## config.mk

```make
export PLATFORM = sky130hd
export DESIGN_NAME = z80_io_frontend
export DESIGN_NICKNAME = d
export VERILOG_FILES = /design/src/rtl/z80_io_frontend.sv
export SDC_FILE = /design/constraint.sdc
export NUM_CORES = 1
export LEC_CHECK = 0
export ABC_AREA = 1
export ABC_CLOCK_PERIOD_IN_PS = 4700
export CELL_PAD_IN_SITES_DETAIL_PLACEMENT = 1
export CELL_PAD_IN_SITES_GLOBAL_PLACEMENT = 1
export CORE_ASPECT_RATIO = 0.6
export CORE_MARGIN = 2
export CORE_UTILIZATION = 41
export DETAILED_ROUTE_END_ITERATION = 10
export PLACE_DENSITY = 0.91
export SLEW_MARGIN = 20
export SYNTH_ARGS = -nofsm -noshare
export SYNTH_HDL_FRONTEND = slang
export SYNTH_SLANG_ARGS = --single-unit
```

## constraint.sdc

```tcl
create_clock -name clk -period 4.7 [get_ports clk]
set_clock_uncertainty 0.2 [all_clocks]
set_input_delay 0.94 -clock clk [delete_from_list [all_inputs] [get_ports clk]]
set_output_delay 0.94 -clock clk [all_outputs]
set_load 0.01 [all_outputs]
```

## src/rtl/z80_io_frontend.sv

```systemverilog
// rtl/z80_io_frontend.sv - Z80 I/O front end: synchronise, glitch-filter, decode, one strobe per I/O cycle
// Optional macro Z80_WAIT_EN adds z80_wait_b, which stretches Z80 reads until the consumer supplies data.
module z80_io_frontend #(
  parameter int         SYNC_STAGES   = 2,
  parameter int         FILTER_CYCLES = 2,
  parameter logic [7:0] ADDR_MASK     = 8'hFC,
  parameter logic [7:0] ADDR_MATCH    = 8'h80
) (
  input  logic       clk,
  input  logic       reset_b,
  input  logic       z80_ioreq_b,
  input  logic       z80_read_strobe_b,
  input  logic       z80_write_strobe_b,
  input  logic       z80_m1,
  input  logic [7:0] z80_address_bus,
  input  logic [7:0] z80_data_bus_in,
  output logic [7:0] z80_data_bus_out,
  output logic       z80_bus_dir,
  output logic [7:0] io_addr,
  output logic [7:0] io_wdata,
  output logic       io_write_stb,
  output logic       io_read_stb,
  input  logic [7:0] rd_data,
  input  logic       rd_data_valid,
  output logic       proto_err,
  output logic       busy
`ifdef Z80_WAIT_EN
  ,
  output logic       z80_wait_b
`endif
);

  localparam int SW = 20;
  // Strobes idle high and M1 idles low so reset never looks like an active cycle.
  localparam logic [SW-1:0] SYNC_RST = 20'h70000;
  localparam int CW = (FILTER_CYCLES > 1) ? $clog2(FILTER_CYCLES) : 1;

  typedef enum logic [2:0] {
    S_IDLE,
    S_QUAL,
    S_WRITE,
    S_READ_REQ,
    S_READ_DRIVE,
    S_RELEASE
  } state_t;

  state_t        state;
  logic [CW-1:0] cnt;
  logic          qual_wr;

  logic [SW-1:0] sync_sr [SYNC_STAGES];
  logic          m1_s;
  logic          ioreq_s;
  logic          rd_s;
  logic          wr_s;
  logic [7:0]    addr_s;
  logic [7:0]    data_s;

  logic          rd_q;
  logic          wr_q;
  logic          win_hit;
  logic          hold;
  logic          accept;
  logic          acc_wr;

  always_ff @(posedge clk or negedge reset_b) begin
    if (!reset_b) begin
      for (int i = 0; i < SYNC_STAGES; i++) sync_sr[i] <= SYNC_RST;
    end else begin
      sync_sr[0] <= {z80_m1, z80_ioreq_b, z80_read_strobe_b, z80_write_strobe_b,
                     z80_address_bus, z80_data_bus_in};
      for (int i = 1; i < SYNC_STAGES; i++) sync_sr[i] <= sync_sr[i-1];
    end
  end

  assign {m1_s, ioreq_s, rd_s, wr_s, addr_s, data_s} = sync_sr[SYNC_STAGES-1];

  assign rd_q    = m1_s & ~ioreq_s & ~rd_s;
  assign wr_q    = m1_s & ~ioreq_s & ~wr_s;
  assign win_hit = ((addr_s & ADDR_MASK) == ADDR_MATCH);
  assign hold    = qual_wr ? (wr_q & ~rd_q) : (rd_q & ~wr_q);

  // With a one-sample filter the IDLE sample itself completes qualification.
  assign accept = ((state == S_IDLE) && (FILTER_CYCLES == 1) && (rd_q ^ wr_q)) ||
                  ((state == S_QUAL) && hold && (cnt == CW'(FILTER_CYCLES - 1)));
  assign acc_wr = (state == S_IDLE) ? wr_q : qual_wr;

  always_ff @(posedge clk or negedge reset_b) begin
    if (!reset_b) begin
      state            <= S_IDLE;
      cnt              <= '0;
      qual_wr          <= 1'b0;
      io_addr          <= 8'h00;
      io_wdata         <= 8'h00;
      io_write_stb     <= 1'b0;
      io_read_stb      <= 1'b0;
      proto_err        <= 1'b0;
      z80_data_bus_out <= 8'h00;
`ifdef Z80_WAIT_EN
      z80_wait_b       <= 1'b1;
`endif
    end else begin
      io_write_stb <= 1'b0;
      io_read_stb  <= 1'b0;
      proto_err    <= 1'b0;
      if (accept) begin
        io_addr <= addr_s;
        if (acc_wr) io_wdata <= data_s;
        if (!win_hit) begin
          state <= S_RELEASE;
        end else if (acc_wr) begin
          state        <= S_WRITE;
          io_write_stb <= 1'b1;
        end else begin
          state       <= S_READ_REQ;
          io_read_stb <= 1'b1;
`ifdef Z80_WAIT_EN
          z80_wait_b  <= 1'b0;
`endif
        end
      end else begin
        case (state)
          S_IDLE: begin
            if (rd_q && wr_q) begin
              proto_err <= 1'b1;
              state     <= S_RELEASE;
            end else if (rd_q || wr_q) begin
              qual_wr <= wr_q;
              cnt     <= CW'(1);
              state   <= S_QUAL;
            end
          end
          S_QUAL: begin
            if (!hold) state <= S_IDLE;
            else       cnt   <= cnt + 1'b1;
          end
          S_WRITE: state <= S_RELEASE;
          S_READ_REQ: begin
            if (rd_data_valid) begin
              z80_data_bus_out <= rd_data;
              state            <= S_READ_DRIVE;
`ifdef Z80_WAIT_EN
              z80_wait_b       <= 1'b1;
`endif
            end
`ifndef Z80_WAIT_EN
            else if (!rd_q) begin
              proto_err <= 1'b1;
              state     <= S_IDLE;
            end
`endif
          end
          S_READ_DRIVE: begin
            if (!rd_q) state <= S_RELEASE;
          end
          S_RELEASE: begin
            if (ioreq_s) state <= S_IDLE;
          end
          default: state <= S_IDLE;
        endcase
      end
    end
  end

  // Raw RD gates the driver so the transceiver turns around without synchroniser delay.
  assign z80_bus_dir = reset_b & (state == S_READ_DRIVE) & ~z80_read_strobe_b;
  assign busy        = (state != S_IDLE);

endmodule

```

==> summary.txt <==
Vias = 1875
Antenna violations before repair = 0
# nets final = 335
Mux contribution to synthesized area = 0%
P_leak = 0.00165 µW
Hpwl dp = 4080 µm
Final hold vios = 0
Post-synth ARST share = 100%
Critical path cell sequence = clkdlybuf4s50_1, nor2_1, clkdlybuf4s50_1
TritonCTS clock tree = yes
Final Instance Area = 3480 µm²
Reg clk slew, reported paths = 0.07 ns
Total Wirelength = 5660 µm
N_diodes = 0
Hold EP = rd_s$_DFF_PN1_
Placed inst area = 3260 µm²
CTS Buf Count = 9
Switch Pwr = 566 µW
DRT iter0 DRCs = 80
Max-Cap Viols = 0
Postcts setup bufs = 0
R2R Path Start = state[1]$_DFFE_PN0P_
Relative slew slack = 42.6%
VDD IR-drop max = 0.226 mV
Post-synthesis register bit count = 72
R2R cell count = 7
Number of global-route vias before repair = 1950
CP arrival = 2.00 ns
Clock share of power = 29.6%
RePlAce Congestion = 0.847
Slew @ Worst Pin = 0.861 ns
Ratio of final minimum period to clock period = 66.8%
Most area-hungry cell type in the Yosys netlist = dfrtp_1
IO Port Bufs = 59
CP Max Fanout = 2
Syn_nets = 266
Hold Path Cell Cnt = 0
Slowest Stage Delay on Critical Path = 0.53 ns
EDFF count, synth = 0
Yosys cell types = 26
Synth Instances = 235
Post-synthesis sequential area ratio = 70.1%
Largest family of logic cells by synthesized area = simple AND/OR/NAND/NOR gates
Core area = 6110 µm²
Htree depth = 3
Share of post-route cells with drive strength above 1 = 12.9%
Mapped Area = 2580 µm²
XOR/XNOR Fraction of Synth Area = 0%
P&R area growth vs syn = 34.9%
Hold Crit Class = register to register
Initial Utilization = 42.2%
Switching Fraction = 31.3%
Later-pin clock latency in the skew report = 0.35 ns
Hold_buf cts = 0
GRT Residual Overflow = 0
Root Driver = clkbuf_8
Predominant post-synthesis flop cell = dfrtp_1
Post-CTS Resized = 0
CTS sink cnt = 72
Avg Cell Area, Syn = 11.0 µm²
Die H = 65.5 µm
Die area = 6970 µm²
Top-area cell type share of the netlist area = 64.0%
Worst path most repeated cell = clkdlybuf4s50_1
TNS Setup = 0 ns
RSZ-0062 raised after global routing = false
Combinational share of power = 27.6%
Pwr per Cell Area = 519 nW/µm²
Ranking of synthesized cells by area = dfrtp_1 64%, nand2_1 12%, dfstp_2 6.1%
DRC violations left = 0
Critical Path RT = 3.56 ns
CP Capture Type = output pin
Hold Startpoint = sync_sr[37]$_DFF_PN1_
Setup violations, final = 0
DR vias/cell = 4.77
Yosys warns = 0
Post-layout min period = 3.14 ns
Flop2flop setup slack = 2.81 ns
First-pass GRT wire length = 9290 µm
Routed WL per cell = 14.4 µm
Reg-to-Reg End = state[1]$_DFFE_PN0P_
Internal Power = 1240 µW
Max clock buf depth = 2
Total Routing Usage GR = 18.0%
Sequential power share = 42.7%
Simple-Gate Fraction of Synth Area = 22.6%
# IOs = 60
Largest net degree at the start of global routing = 73
Crit-path slowest cell = clkdlybuf4s50_1
Rows = 22
Synth Area in Adders = 0%
FMAX = 319 MHz
Chip width = 106 µm
Status = finished clean
Slew Limit Fails = 0
Antenna violation net count after detailed routing = 0
Crit path launch type = primary input
Compound-gate portion of the synthesized area = 3.73%
Setup CP Type = primary input to output pin
Iteration count of the initial detailed-routing pass = 4
-- cells in the mapped netlist, types with 2 or more instances --
| cell type | instances |
|---|---|
| nand3_4 | 2 |
| nand3_2 | 2 |
| nor3_1 | 2 |
| dfstp_2 | 6 |
| o21ai_1 | 9 |
| nand2_4 | 2 |
| nand2_1 | 85 |
| inv_2 | 4 |
| nand3_1 | 11 |
| nor2_1 | 13 |
| inv_1 | 14 |
| o21ai_0 | 6 |
| dfrtp_1 | 66 |
-- flip-flops by register name, summed over array words and instances, names as in the netlist, 3 cells and up --
signal            cells
addr_s                8
data_s                8
io_addr               8
io_wdata              8
state                 3
sync_sr              21
z80_data_bus_out      8
-- kinds of logic after synthesis --
group	count (synthesis)
buf+inv	21
simple gates	124
flops	72
compound gates	18
-- layout by cell type, fill, tap and decap left out, types with 2 or more instances in the layout --
cell and n:
clkinvlp_4 2, o21ai_0 6, dfstp_2 6, nand2_4 2, nand3_4 2, o21ai_1 9, clkdlybuf4s50_1 58, nand2_1 85
inv_2 4, inv_1 14, bufinv_16 2, nor3_1 2, nor2_1 13, dfrtp_1 66, clkbuf_8 9, nand3_2 2
nand3_1 11
-- how the worst max path moves through the flow --
stage / startpoint / depth (start not counted) / endpoint
finish: z80_read_strobe_b / 3 / z80_bus_dir
global route: state[0]$_DFFE_PN0P_ / 6 / z80_bus_dir
CTS: z80_read_strobe_b / 3 / z80_bus_dir
detailed placement: z80_read_strobe_b / 3 / z80_bus_dir
global placement: z80_read_strobe_b / 3 / z80_bus_dir
floorplan: reset_b / 2 / z80_bus_dir
-- power by group through the flow --
stage | clock network [µW] | registers (µW) | logic (µW)
6_report | 536 | 773 | 500
2_1_floorplan | 0 | 805 | 232
3_3_place_gp | 0 | 779 | 484
3_5_place_dp | 0 | 785 | 504
4_1_cts | 552 | 775 | 510
5_1_grt | 574 | 786 | 552
-- critical path, delay by kind of cell --
family        cells  cell delay, ns
buf+inv           2            0.95
simple gates      1            0.10
-- final cells by class --
class                           instances  area (µm²)
Inverter                               19        72.6
Clock buffer                           10         128
Fill cell                             683        2630
Timing Repair Buffer                   60         593
Multi-Input combinational cell        142         681
Sequential cell                        72        1810
Tap cell                               84         105
Clock inverter                          6        92.6
-- metal layers --
layer,vias up,share of wire (%),global-route usage [%]
met5,-,0,0
met4,0,1.7,6.66
met3,10,6.6,7.74
met2,60,49,29.4
met1,926,43,21.5
li1,879,-,-
-- metrics by stage --
stage          cells  setup WS, ns  util, %  power (µW)  hold WS (ns)
4_1_cts          393          1.55     57.0        1840         0.150
2_1_floorplan    235          2.42        -        1040         0.131
3_5_place_dp     377          1.55     53.4        1290         0.136
6_report         393          1.56     57.0        1810         0.148
5_1_grt          393          1.52     57.0        1910         0.150
3_3_place_gp     377          1.56     53.4        1260         0.132
No activity file was read; power rests on OpenSTA's default activity.
